$ cat src/rtl/prog_mod_counter_pkg.sv
`default_nettype none
// ============================================================================
//  Module      : prog_mod_counter_pkg
//  Description : Shared types and constants for the programmable modulus
//                counter (FSM state encoding and direction codes).
//  Revision    : 1.0 - initial release
// ============================================================================
package prog_mod_counter_pkg;

  // RUN advances on enable; HOLD is the halted one-shot state.
  typedef enum logic {
    CNT_RUN  = 1'b0,
    CNT_HOLD = 1'b1
  } cnt_state_t;

  localparam logic DIR_UP   = 1'b1;
  localparam logic DIR_DOWN = 1'b0;

endpackage : prog_mod_counter_pkg
`default_nettype wire

$ cat src/rtl/prog_mod_counter.sv
`default_nettype none
// ============================================================================
//  Module      : prog_mod_counter
//  Description : Runtime-programmable modulus counter with up/down direction,
//                synchronous load, one-shot halt and combinational cascade
//                carry. The modulus is shadowed and only re-sampled on load
//                or on a wrap, so a new modulus starts at a period boundary.
//  Revision    : 1.0 - initial release
// ============================================================================
module prog_mod_counter #(
  parameter int unsigned WIDTH       = 8,
  parameter int unsigned DEFAULT_MOD = 10
) (
  input  logic             clk,
  input  logic             rst,
  input  logic             enable,
  input  logic             dir,
  input  logic             one_shot,
  input  logic             load,
  input  logic [WIDTH-1:0] load_val,
  input  logic [WIDTH-1:0] modulus,
  output logic [WIDTH-1:0] count,
  output logic             carry_out,
  output logic             wrap,
  output logic             done
);

  import prog_mod_counter_pkg::*;

  // Modulus value 0 encodes the full 2**WIDTH range, hence the extra bit.
  localparam logic [WIDTH:0]   FULL_RANGE = {1'b1, {WIDTH{1'b0}}};
  localparam logic [WIDTH:0]   ONE_X      = {{WIDTH{1'b0}}, 1'b1};
  localparam logic [WIDTH-1:0] STEP       = {{(WIDTH-1){1'b0}}, 1'b1};

  logic [WIDTH-1:0] count_q, count_d;
  logic [WIDTH-1:0] mod_q, mod_d;
  cnt_state_t       state_q, state_d;
  logic             wrap_q, wrap_d;
  logic             done_q, done_d;

  logic [WIDTH:0]   m_eff;     // current effective modulus
  logic [WIDTH:0]   m_new;     // effective modulus of the modulus input
  logic [WIDTH:0]   inc_x;     // count+1 kept at full width for the compare
  logic             at_term;

  // Terminal detect, next-state selection and cascade carry.
  always_comb begin
    m_eff   = (mod_q == '0)   ? FULL_RANGE : {1'b0, mod_q};
    m_new   = (modulus == '0) ? FULL_RANGE : {1'b0, modulus};
    inc_x   = {1'b0, count_q} + ONE_X;
    at_term = (dir == DIR_UP) ? (inc_x == m_eff) : (count_q == '0);

    count_d = count_q;
    mod_d   = mod_q;
    state_d = state_q;
    wrap_d  = 1'b0;
    done_d  = done_q;

    if (load) begin
      // Out-of-range load values are clamped to the top of the new range.
      if ({1'b0, load_val} >= m_new) begin
        count_d = WIDTH'(m_new - ONE_X);
      end else begin
        count_d = load_val;
      end
      mod_d   = modulus;
      state_d = CNT_RUN;
      done_d  = 1'b0;
    end else if (enable && (state_q == CNT_RUN)) begin
      if (!at_term) begin
        count_d = (dir == DIR_UP) ? WIDTH'(inc_x) : (count_q - STEP);
      end else if (!one_shot) begin
        // Down-wrap lands on the top of the freshly sampled modulus.
        count_d = (dir == DIR_UP) ? '0 : WIDTH'(m_new - ONE_X);
        mod_d   = modulus;
        wrap_d  = 1'b1;
      end else begin
        state_d = CNT_HOLD;
        done_d  = 1'b1;
      end
    end

    carry_out = enable && !rst && (state_q == CNT_RUN) && at_term;
  end

  // State registers with asynchronous clear to the reset image.
  always_ff @(posedge clk or posedge rst) begin
    if (rst) begin
      count_q <= '0;
      mod_q   <= WIDTH'(DEFAULT_MOD);
      state_q <= CNT_RUN;
      wrap_q  <= 1'b0;
      done_q  <= 1'b0;
    end else begin
      count_q <= count_d;
      mod_q   <= mod_d;
      state_q <= state_d;
      wrap_q  <= wrap_d;
      done_q  <= done_d;
    end
  end

  assign count = count_q;
  assign wrap  = wrap_q;
  assign done  = done_q;

endmodule : prog_mod_counter
`default_nettype wire

$ cat config.mk
export PLATFORM = sky130hd
export DESIGN_NAME = prog_mod_counter
export DESIGN_NICKNAME = d
export VERILOG_FILES = /design/src/rtl/prog_mod_counter_pkg.sv /design/src/rtl/prog_mod_counter.sv
export SDC_FILE = /design/constraint.sdc
export NUM_CORES = 1
export LEC_CHECK = 0
export CAP_MARGIN = 30
export CORE_MARGIN = 2
export CORE_UTILIZATION = 48
export CTS_CLUSTER_DIAMETER = 100
export DETAILED_ROUTE_END_ITERATION = 7
export PLACE_DENSITY = 0.83
export SLEW_MARGIN = 15
export SYNTH_ARGS = -nofsm -noshare
export SYNTH_HDL_FRONTEND = slang
export SYNTH_SLANG_ARGS = --single-unit
$ cat constraint.sdc
create_clock -name clk -period 2.7 [get_ports clk]
set_clock_uncertainty 0.1 [all_clocks]
set_input_delay 0.54 -clock clk [delete_from_list [all_inputs] [get_ports clk]]
set_output_delay 0.54 -clock clk [all_outputs]
set_load 0.05 [all_outputs]
==> results.yml <==
power_and_ir_drop:
  internal-power_mw: 0.793
  seq_power_share: 0.282
  power.switching_fraction: 0.410
  fin_total_pwr_mw: 1.35
  p_comb_frac: 0.554
  static-leakage-power_nw: 1.30
  p_clk_frac: 0.165
  vdd_drop_max_v: 0.000276
  powerDensity_nw_per_um2: 460
  power_switching_mw: 0.552
placement:
  total_placed_instance_area_sq_um: 2600
  detailed_place_hpwl_mm: 4.60
  place.gp.congestion: 0.959
  number_of_input_and_output_port_buffers_inserted: 32
worst_setup_path:
  timing.rr.start: "count[1]"
  worstPathArrival_ns: 3.02
  worst-r2r-cell-count: 10
  cp-end-kind: "flip-flop"
  worstPathRequired_ns: 2.73
  start_kind: "primary input"
  worst-r2r-setup-slack_ns: 0.07
  crit_path_max_fanout: 5
  crit_path_start: "modulus[3]"
  worstReg2RegEnd: "mod_q[7]"
  criticalPathCategory: "primary input to flip-flop"
clocking:
  cts_hold_repair.buffers: 0
  clock_sink_count: 18
  worst_setup_hold_path_clk_slew_ns: 0.07
  clock_tree_from_tritoncts: "done"
  insertion_delay_ns: 0.26
  clockRootBuffer: "sky130_fd_sc_hd__clkbuf_8"
  cts_max_level: 1
  cts_max_path_buffers: 2
  tritoncts.num_buffers: 3
yosys:
  synthesis.area_per_instance_sq_um: 8.38
  count_of_flip_flops_with_a_built_in_enable_after_synthesis: 0
  synth_seq_cells: 18
  syn-instance-count: 223
  ys_async_sr_fraction: 1.00
  ys_warn_count: 0
  synth_cell_types: 49
  synth.net_count: 257
  yosys_most_used_dff: "sky130_fd_sc_hd__dfrtp_1"
  post_synthesis_instance_area_sq_um: 1870
  yosysSeqAreaShare: 0.242
status:
  run_status: "finished with violations"
  violations: "setup timing"
sta:
  hold_viol: 0
  setup_viol_count_final: 9
  slew-limit-headroom: 0.552
  unrepaired_setup_endpoints_after_global_routing: "true"
  report.final.slew_viol_count: 0
  fmax_mhz: 334
  worst_pin_slew_ns: 0.672
  period_share: 1.11
  timing.final.crit_period_ns: 2.99
  finalWorstSetupSlack_ns: -0.290
route:
  final_ant_viol_nets: 0
  wl_mm: 6.47
  dr_total_vias: 2179
  drt_iter0_drc: 170
  wl_per_cell_microns: 18.2
  drt-vias-per-instance: 6.14
  post-route-drc-count: 0
  first_pass_iters: 5
floorplanning:
  die_width_microns: 66.4
  initial_core_util: 0.506
  boundaryPins: 33
  die_height_microns: 66.4
  rows: 22
  die-area_sq_um: 4410
  placeableCoreArea_sq_um: 3690
finish:
  final.fill_count: 242
  multi_input_logic_area_sq_um: 1490
  finish.instance_area_sq_um: 2920
  layout-area-overhead-vs-synth_pct: 56.5
  final_layout_size_suffix_gt1_frac: 0.371
  num-nets-final: 342
  n_antenna_cell: 0
  sequential_cell_area_sq_um: 458
global_route:
  grtUsageTotal: 0.305
  grt_first_pass_wirelength_mm: 10.2
  first_global_vias: 2197
  antenna_found_initial: 0
  grt.overflow.total: 0
  grt_start_max_net_pins: 19
worst_hold_path:
  worstHoldPathType: "flip-flop to flip-flop"
  timing.hold.worst_path_depth: 2
  hold-path-endpoint: "done"
  holdCritStartpoint: "done"
flow_run:
  cap_viol_max_count: 0
## metal layers
layer  part of all wire  vias to the layer above  global-route usage
li1                   -                      995                   -
met1               0.39                     1042               0.351
met2               0.50                      110               0.528
met3              0.060                       32              0.0460
met4              0.046                        0               0.181
met5                  0                        -                   0
## final cells by class
cell class | count | area share
Timing Repair Buffer | 90 | 0.272
Tap cell | 48 | 0.0205
Multi-Input combinational cell | 178 | 0.510
Sequential cell | 18 | 0.157
Inverter | 17 | 0.0218
Clock buffer | 4 | 0.0188
## metrics by stage
step                hold WS [ns]  setup TNS, ns   util  setup WS [ns]  cells
finish                     0.473          -1.85  0.793         -0.290    355
global route               0.519          -2.83  0.793         -0.418    355
CTS                        0.478          -2.21  0.759         -0.380    349
detailed placement         0.447          -6.73  0.706         -0.878    338
global placement           0.446          -5.97  0.706         -0.781    338
floorplan                  0.377          -1.60      -         -0.219    223
## flip-flops by register name (all words and copies together) (netlist names)
register and count:
count 8, mod_q 8, done 1, wrap 1
## kinds of logic (layout without fill, tap and decap cells)
logic type                 after synthesis  after routing  synth area share
DFF                                     18             18             0.242
xor gates and xnor gates                20             20            0.0938
adders and majority gates               12             12            0.0804
AOI/OAI and AO/OA                       56             57             0.219
muxes                                   14             14            0.0938
buffers and inverters                   28            111            0.0656
and+or+nand+nor                         75             75             0.205
## critical path, cell delays in order
cell and delay, ns:
sky130_fd_sc_hd__buf_6 0.09, sky130_fd_sc_hd__or2_4 0.24, sky130_fd_sc_hd__or4_4 0.44, sky130_fd_sc_hd__nor2_4 0.13, sky130_fd_sc_hd__nor2_4 0.05, sky130_fd_sc_hd__ha_4 0.25
sky130_fd_sc_hd__nand2b_4 0.11, sky130_fd_sc_hd__a211oi_2 0.07, sky130_fd_sc_hd__o311ai_2 0.37, sky130_fd_sc_hd__buf_4 0.19, sky130_fd_sc_hd__o211a_4 0.19, sky130_fd_sc_hd__mux2i_1 0.22
sky130_fd_sc_hd__o21ai_1 0.10
## power groups by stage
stage | logic [mW] | clock network [mW] | registers [mW]
floorplan | 0.342 | 0 | 0.433
global placement | 0.630 | 0 | 0.370
detailed placement | 0.643 | 0 | 0.373
CTS | 0.697 | 0.223 | 0.375
global route | 0.795 | 0.235 | 0.384
finish | 0.745 | 0.222 | 0.379
## worst max-delay path by stage
stage               endpoint  slack (ns)  depth (start not counted)
CTS                 count[6]       -0.38                         13
finish              count[3]       -0.29                         13
global placement    count[5]       -0.78                         12
detailed placement  count[5]       -0.88                         12
floorplan           count[1]       -0.22                         12
global route        count[3]       -0.42                         13
## cell usage after synthesis (5+ instances only)
master                     instances  share of area
sky130_fd_sc_hd__nand4_1           5          0.017
sky130_fd_sc_hd__o21ai_0          13          0.035
sky130_fd_sc_hd__nor4_1            6          0.020
sky130_fd_sc_hd__ha_1             12          0.080
sky130_fd_sc_hd__nor2_1           16          0.032
sky130_fd_sc_hd__inv_1            17          0.034
sky130_fd_sc_hd__nand2_1          19          0.038
sky130_fd_sc_hd__a32oi_1           5          0.023
sky130_fd_sc_hd__o211ai_1          5          0.020
sky130_fd_sc_hd__a21oi_1           8          0.021
sky130_fd_sc_hd__mux2_4            7          0.056
sky130_fd_sc_hd__xnor2_1          11          0.052
sky130_fd_sc_hd__nor3_1            7          0.019
sky130_fd_sc_hd__xor2_1            9          0.042
sky130_fd_sc_hd__mux2i_1           7          0.038
sky130_fd_sc_hd__dfrtp_1          16           0.21
sky130_fd_sc_hd__nand3_1           7          0.019
sky130_fd_sc_hd__clkbuf_1          5          0.010
## timing repair
item	CTS	global route
setup buffers	6	6
endpoints found under the setup margin	9	16
gates resized for setup	31	18
cloned	1	0
pin swaps	18	15
## placed cells by master (no fill, tap or decap), types with 3 or more instances in the layout
| master | n |
|---|---|
| sky130_fd_sc_hd__a21oi_1 | 7 |
| sky130_fd_sc_hd__nor3_1 | 5 |
| sky130_fd_sc_hd__mux2_4 | 7 |
| sky130_fd_sc_hd__dlymetal6s2s_1 | 3 |
| sky130_fd_sc_hd__o211ai_1 | 5 |
| sky130_fd_sc_hd__xor2_1 | 9 |
| sky130_fd_sc_hd__dfrtp_2 | 4 |
| sky130_fd_sc_hd__mux2i_1 | 7 |
| sky130_fd_sc_hd__a31oi_1 | 4 |
| sky130_fd_sc_hd__dfrtp_1 | 12 |
| sky130_fd_sc_hd__buf_6 | 4 |
| sky130_fd_sc_hd__clkbuf_8 | 4 |
| sky130_fd_sc_hd__o22ai_1 | 3 |
| sky130_fd_sc_hd__o21ai_0 | 8 |
| sky130_fd_sc_hd__xnor2_1 | 10 |
| sky130_fd_sc_hd__ha_1 | 8 |
| sky130_fd_sc_hd__o211a_1 | 3 |
| sky130_fd_sc_hd__ha_4 | 4 |
| sky130_fd_sc_hd__clkdlybuf4s50_1 | 24 |
| sky130_fd_sc_hd__o21ai_1 | 5 |
| sky130_fd_sc_hd__nand3_1 | 6 |
| sky130_fd_sc_hd__inv_2 | 4 |
| sky130_fd_sc_hd__nor2_1 | 14 |
| sky130_fd_sc_hd__nand4_1 | 5 |
| sky130_fd_sc_hd__a32oi_1 | 5 |
| sky130_fd_sc_hd__buf_4 | 55 |
| sky130_fd_sc_hd__nand2_1 | 17 |
| sky130_fd_sc_hd__nor4_1 | 5 |
| sky130_fd_sc_hd__inv_1 | 13 |
(Power assumes the default switching activity.)
